[config.mk]
export PLATFORM = sky130hd
export DESIGN_NAME = seq_alu
export DESIGN_NICKNAME = d
export VERILOG_FILES = /design/src/rtl/seq_alu.sv
export SDC_FILE = /design/constraint.sdc
export NUM_CORES = 1
export LEC_CHECK = 0
export ABC_AREA = 1
export CORE_UTILIZATION = 30
export CTS_CLUSTER_SIZE = 28
export DETAILED_ROUTE_END_ITERATION = 12
export GPL_TIMING_DRIVEN = 0
export MAX_ROUTING_LAYER = met4
export PLACE_DENSITY = 0.58
export RECOVER_POWER = 100
export SLEW_MARGIN = 10
export SYNTH_ARGS = -nofsm -noshare
export SYNTH_HDL_FRONTEND = slang
export SYNTH_SLANG_ARGS = --single-unit
[constraint.sdc]
create_clock -name clk -period 1.73 [get_ports clk]
set_clock_uncertainty 0.2 [all_clocks]
set_input_delay 0.173 -clock clk [delete_from_list [all_inputs] [get_ports clk]]
set_output_delay 0.173 -clock clk [all_outputs]
set_load 0.005 [all_outputs]
[src/rtl/seq_alu.sv]
// seq_alu: registered, handshaked ALU for the execute stage.
//
// Accepts one operation per in_valid/in_ready transfer and presents a
// registered result with negative/zero/overflow/carry_out/illegal flags
// that are held until consumed through out_valid/out_ready.
//
// Optional multiply: define SEQ_ALU_MUL_EN to build the iterative
// shift-add multiplier for opcode 001 (WIDTH cycles, busy while running).
// Without it, opcode 001 is reported as illegal and busy is tied low.
//
// Ports:
//   clk, reset_n          clock, asynchronous active-low reset
//   in_valid, in_ready    request handshake
//   cntrl, A, B           opcode and operands, captured on accept
//   out_valid, out_ready  result handshake
//   result                registered result
//   negative, zero        derived from the value loaded into result
//   overflow, carry_out   signed / unsigned overflow
//   illegal               accepted opcode was illegal
//   busy                  multiply in progress
module seq_alu #(
  parameter int WIDTH = 64,
  parameter int CNT_W = 7
) (
  input  logic             clk,
  input  logic             reset_n,
  input  logic             in_valid,
  output logic             in_ready,
  input  logic [2:0]       cntrl,
  input  logic [WIDTH-1:0] A,
  input  logic [WIDTH-1:0] B,
  output logic             out_valid,
  input  logic             out_ready,
  output logic [WIDTH-1:0] result,
  output logic             negative,
  output logic             zero,
  output logic             overflow,
  output logic             carry_out,
  output logic             illegal,
  output logic             busy
);

  if (WIDTH < 8 || WIDTH > 64 || (WIDTH % 2) != 0 || (1 << CNT_W) <= WIDTH) begin : g_bad_param
    $error("seq_alu: illegal WIDTH/CNT_W combination");
  end

  // Returns {overflow, carry_out, sum}. Subtraction is A + ~B + 1, so
  // carry_out=1 means no borrow. Carry into the MSB is recovered from the
  // MSB sum bit and the two MSB operand bits.
  function automatic logic [WIDTH+1:0] add_flags(input logic signed [WIDTH-1:0] a,
                                                 input logic signed [WIDTH-1:0] b,
                                                 input logic                    sub);
    logic [WIDTH-1:0] bop;
    logic [WIDTH:0]   full;
    logic             cin_msb;
    bop     = sub ? ~b : b;
    full    = {1'b0, a} + {1'b0, bop} + {{WIDTH{1'b0}}, sub};
    cin_msb = full[WIDTH-1] ^ a[WIDTH-1] ^ bop[WIDTH-1];
    return {cin_msb ^ full[WIDTH], full};
  endfunction

  logic                   accept;
  logic [WIDTH+1:0]       as_res;
  logic signed [WIDTH-1:0] nxt_res;
  logic                   nxt_v;
  logic                   nxt_c;
  logic                   nxt_il;

  assign accept = in_valid && in_ready;
  assign as_res = add_flags(A, B, cntrl[0]);

  // Single-cycle opcodes; 001 falls to default and is illegal unless the
  // multiplier path claims it before this value is used.
  always_comb begin
    nxt_res = '0;
    nxt_v   = 1'b0;
    nxt_c   = 1'b0;
    nxt_il  = 1'b0;
    case (cntrl)
      3'b000: nxt_res = B;
      3'b010, 3'b011: begin
        nxt_res = as_res[WIDTH-1:0];
        nxt_c   = as_res[WIDTH];
        nxt_v   = as_res[WIDTH+1];
      end
      3'b100: nxt_res = A & B;
      3'b101: nxt_res = A | B;
      3'b110: nxt_res = A ^ B;
      default: nxt_il = 1'b1;
    endcase
  end

`ifdef SEQ_ALU_MUL_EN
  typedef enum logic {S_IDLE, S_MUL} state_t;
  state_t             state;
  logic [CNT_W-1:0]   cnt;
  logic [2*WIDTH-1:0] mcand;
  logic [WIDTH-1:0]   mplier;
  logic [2*WIDTH-1:0] acc;
  logic [2*WIDTH-1:0] acc_nxt;
  logic               mul_last;

  assign acc_nxt  = acc + (mplier[0] ? mcand : '0);
  assign mul_last = (cnt == CNT_W'(WIDTH - 1));
  assign in_ready = (state == S_IDLE) && (!out_valid || out_ready);

  // Multiply datapath: operands captured on accept, one bit per cycle.
  always_ff @(posedge clk) begin
    if (accept && cntrl == 3'b001) begin
      mcand  <= {{WIDTH{1'b0}}, A};
      mplier <= B;
      acc    <= '0;
    end else if (state == S_MUL) begin
      acc    <= acc_nxt;
      mcand  <= mcand << 1;
      mplier <= mplier >> 1;
    end
  end
`else
  assign in_ready = !out_valid || out_ready;
  assign busy     = 1'b0;
`endif

  always_ff @(posedge clk or negedge reset_n) begin
    if (!reset_n) begin
      out_valid <= 1'b0;
      result    <= '0;
      negative  <= 1'b0;
      zero      <= 1'b0;
      overflow  <= 1'b0;
      carry_out <= 1'b0;
      illegal   <= 1'b0;
`ifdef SEQ_ALU_MUL_EN
      state     <= S_IDLE;
      cnt       <= '0;
      busy      <= 1'b0;
`endif
    end else begin
      if (out_valid && out_ready)
        out_valid <= 1'b0;
`ifdef SEQ_ALU_MUL_EN
      if (state == S_MUL) begin
        cnt <= cnt + 1'b1;
        if (mul_last) begin
          state     <= S_IDLE;
          busy      <= 1'b0;
          out_valid <= 1'b1;
          result    <= acc_nxt[WIDTH-1:0];
          negative  <= acc_nxt[WIDTH-1];
          zero      <= (acc_nxt[WIDTH-1:0] == '0);
          carry_out <= |acc_nxt[2*WIDTH-1:WIDTH];
          overflow  <= |acc_nxt[2*WIDTH-1:WIDTH];
          illegal   <= 1'b0;
        end
      end else if (accept && cntrl == 3'b001) begin
        state <= S_MUL;
        busy  <= 1'b1;
        cnt   <= '0;
      end else
`endif
      if (accept) begin
        out_valid <= 1'b1;
        result    <= nxt_res;
        negative  <= nxt_res[WIDTH-1];
        zero      <= (nxt_res == '0);
        overflow  <= nxt_v;
        carry_out <= nxt_c;
        illegal   <= nxt_il;
      end
    end
  end

endmodule

==> impl_metrics.sql <==
INSERT INTO impl_metrics (metric_group, metric, value, unit) VALUES
('pwr', 'fin_total_pwr', '0.0122', 'W'),
('setup_path', 'critical_path_required', '1.85', 'ns'),
('place', 'io_buffers', '205', ''),
('yosys', 'async_reset_ff_share', '100', '%'),
('layout', 'fillCellCount', '4489', ''),
('layout', 'most-common-layout-cells', 'nand2_1, inv_1, ha_1', ''),
('grt', 'grt_pass1_vias', '15200', ''),
('grt', 'pin_count_of_the_biggest_net_entering_global_routing', '53', ''),
('job', 'cap_violations', '0', ''),
('place', 'placedInstanceArea', '16200', 'µm²'),
('grt', 'grt_antenna_before_repair', '1', ''),
('timing', 'grt_setup_unrepaired', 'yes', ''),
('pwr', 'peakVddDrop', '0.373', 'mV'),
('yosys', 'post_synth_xor_area_fraction', '4.33', '%'),
('yosys', 'area_fraction_in_compound_gates_after_synthesis', '13.7', '%'),
('routing', 'detailedRoute.firstPassIterationCount', '7', ''),
('cts', 'cts.sink_count', '69', ''),
('timing', 'finalSetupViolations', '66', ''),
('layout', 'layout.cells.most_common', 'nand2_1', ''),
('setup_path', 'cp-start-kind', 'input port', ''),
('yosys', 'yosysWarnings', '0', ''),
('setup_path', 'cp_data_arrival_time', '3.20', 'ns'),
('setup_path', 'path_class', 'input port to flip-flop', ''),
('outcome', 'violated_checks', 'negative setup slack', ''),
('pwr', 'power_density', '603', 'nW/µm²'),
('place', 'dpl.cell_count', '3034', ''),
('yosys', 'yosys_register_bits', '69', ''),
('timing', 'max_freq', '326', 'MHz'),
('timing', 'finalHoldWorstSlack', '0.0659', 'ns'),
('cts', 'ctsLongestPathBuffers', '2', ''),
('routing', 'detail_route.wirelength', '64.1', 'mm'),
('yosys', 'avgSynthCellArea', '5.86', 'µm²'),
('yosys', 'post_synth_and_or_nand_nor_area_fraction', '34.9', '%'),
('setup_path', 'critical_path_peak_fanout', '7', ''),
('timing', 'final_max_slew_viol_count', '0', ''),
('floorplanning', 'floorplan.die_area', '44600', 'µm²'),
('grt', 'overflow', '0', ''),
('yosys', 'ys.flop_type', 'dfrtp_1', ''),
('timing', 'report.final.hold_viol_count', '0', ''),
('cts', 'ctsHtreeMaxLevel', '3', ''),
('min_path', 'hold_path.class', 'input port to flip-flop', ''),
('layout', 'area_growth_syn_to_layout', '53.9', '%'),
('routing', 'routed-via-count', '16100', ''),
('cts', 'cts_root_buf', 'clkbuf_16', ''),
('cts', 'insertion_delay', '0.38', 'ns'),
('routing', 'drt_drc_violations_left', '0', ''),
('timing', 'worst_pin_slew', '0.795', 'ns'),
('floorplanning', 'core_area', '43200', 'µm²'),
('floorplanning', 'die-height', '211', 'µm'),
('yosys', 'netlist_area', '13100', 'µm²'),
('timing', 'final_critical_path_setup_slack', '-1.34', 'ns'),
('yosys', 'synth_top_family_by_area', 'simple AND/OR/NAND/NOR gates', ''),
('cts', 'cts-buffers-inserted', '9', ''),
('yosys', 'synth_seq_area_share', '13.1', '%'),
('setup_path', 'critical_path.endpoint_type', 'flip-flop', ''),
('timing', 'relSlewSlack', '47.0', '%'),
('routing', 'routed_via_density', '5.12', ''),
('place', 'gp_routability_congestion', '0.973', ''),
('place', 'worst_setup_slack_before_clock_tree_synthesis', '-3.09', 'ns'),
('cts', 'cts_tree', 'done', ''),
('yosys', 'post_synth_num_cell_types', '43', ''),
('yosys', 'synth_edf_count', '0', ''),
('layout', 'layout-drive-gt1-share', '28.0', '%'),
('grt', 'wire_length_of_the_first_global_routing_pass', '92.3', 'mm'),
('floorplanning', 'die-width', '211', 'µm'),
('routing', 'route.antenna.remaining_nets', '0', ''),
('routing', 'drt_first_iter_violations', '1160', ''),
('yosys', 'nets_in_the_synthesized_netlist', '2580', ''),
('outcome', 'outcome', 'finished with violations', ''),
('cts', 'cts.clk_slew.worst_paths', '0.09', 'ns'),
('timing', 'finalCritPeriodShare', '178', '%'),
('floorplanning', 'fp-row-count', '76', ''),
('yosys', 'syn_inst', '2243', ''),
('floorplanning', 'start_util', '30.4', '%'),
('pwr', 'power_leakage', '10.2', 'nW'),
('layout', 'final_nets', '2884', ''),
('layout', 'diodes', '0', ''),
('layout', 'finish.instance_area', '20200', 'µm²'),
('floorplanning', 'io_pins', '207', ''),
('yosys', 'post_synth_fa_ha_maj_area_fraction', '19.3', '%'),
('routing', 'wire_per_inst', '20.4', 'µm'),
('grt', 'grt_util_all_layers', '29.1', '%'),
('timing', 'period_minus_slack', '3.07', 'ns'),
('place', 'detailedPlacementHpwl', '51.4', 'mm'),
('yosys', 'share_of_cell_area_taken_by_muxes_after_synthesis', '0', '%'),
('layout', 'final_cells', '3137', '');
## cells in the mapped netlist (5+ instances only)
master | n | area, µm²
nand2_1 | 701 | 2630
inv_1 | 440 | 1650
nor2_1 | 218 | 818
ha_1 | 201 | 2510
nand3_1 | 138 | 691
o21ai_0 | 82 | 410
dfrtp_1 | 69 | 1730
a21oi_1 | 66 | 330
xor2_1 | 64 | 561
a221oi_1 | 43 | 377
a31oi_1 | 39 | 244
nand4_1 | 26 | 163
clkbuf_1 | 25 | 93.8
nand3b_1 | 17 | 128
buf_2 | 11 | 55.1
o22ai_1 | 11 | 68.8
nor3_1 | 10 | 50.1
o21ai_1 | 10 | 50.1
o21bai_1 | 9 | 67.6
buf_1 | 8 | 30.0
a211oi_2 | 7 | 87.6
and2_1 | 6 | 37.5
inv_2 | 5 | 18.8
## metrics by stage
step | utilization, % | TNS, ns
global placement | 37.5 | -283.96
global route | 46.8 | -46.89
floorplan | - | -26.57
detailed placement | 37.6 | -113.71
finish | 46.8 | -40.00
CTS | 43.5 | -38.29
## report_power, final
group	switching [W]	total [W]	internal, W	leakage (nW)
registers	0.000185	0.00210	0.00191	0.832
clock network	0.00101	0.00199	0.000984	0.122
logic	0.00478	0.00811	0.00333	9.25
total	0.00598	0.0122	0.00623	10.2
## metal layers
metal  vias up  global-route usage, %  wire length, µm
met1      7710                   39.1            29400
met5         -                      -                0
met4         0                   10.0             1830
met2       572                   43.6            28200
li1       7690                      -                -
met3        88                   5.00             4670
## worst max-delay path: stages
cell,delay [ns]
buf_12,0.12
buf_16,0.16
buf_12,0.15
xor2_1,0.14
ha_1,0.35
nand2_2,0.16
inv_1,0.05
nand2_1,0.12
nand2_4,0.10
inv_2,0.09
nand3_4,0.13
nand2_4,0.10
nand3_1,0.07
nand2_1,0.10
nor2_2,0.06
nor2_4,0.19
nand2_2,0.10
nor2_4,0.13
nand3_2,0.10
nor2_4,0.19
nand3_2,0.12
nor2_4,0.14
nand2_1,0.07
nand2_1,0.05
## state kept, by name, indices dropped and copies added (netlist names)
| name | count |
|---|---|
| result | 64 |
| carry_out | 1 |
| illegal | 1 |
| out_valid | 1 |
| overflow | 1 |
| zero | 1 |
## path summary, 6_finish.rpt
| check | endpoint | start | slack (ns) | depth (start not counted) |
|---|---|---|---|---|
| setup / recovery | zero | cntrl[0] | -1.34 | 24 |
| hold / removal | result[41] | B[41] | 0.07 | 3 |
| setup reg to reg | zero | out_valid | -0.81 | 15 |
| hold reg to reg | result[38] | result[38] | 0.28 | 2 |
| max in group asynchronous | result[10] | reset_n | 0.30 | 3 |
| min in group asynchronous | result[48] | reset_n | 0.09 | 2 |
## final cells by class
cell class	instances	area (µm²)	share of cell area [%]
Tap cell	585	732	3.62
Inverter	445	1680	8.28
Timing Repair Buffer	293	2870	14.2
Clock inverter	6	47.5	0.235
Sequential cell	69	1730	8.54
Multi-Input combinational cell	1677	12500	62.0
Buffer	52	397	1.96
Clock buffer	10	229	1.13
## cell families after synthesis
| logic type | after synthesis |
|---|---|
| other | 1 |
| xor gates and xnor gates | 65 |
| adders and majority gates | 202 |
| DFF | 69 |
| buffers and inverters | 497 |
| AOI/OAI and AO/OA | 284 |
| and+or+nand+nor | 1125 |
## what timing repair did
item                                    in CTS  in global routing
pin swaps                                  116                118
endpoints found under the setup margin      72                 66
setup buffers                               61                 22
hold endpoints to repair                    69                  0
hold buffers                                 1                  0
gates resized for setup                    511                279
cloned                                       3                  0
Power figures use the tool's default switching activity.
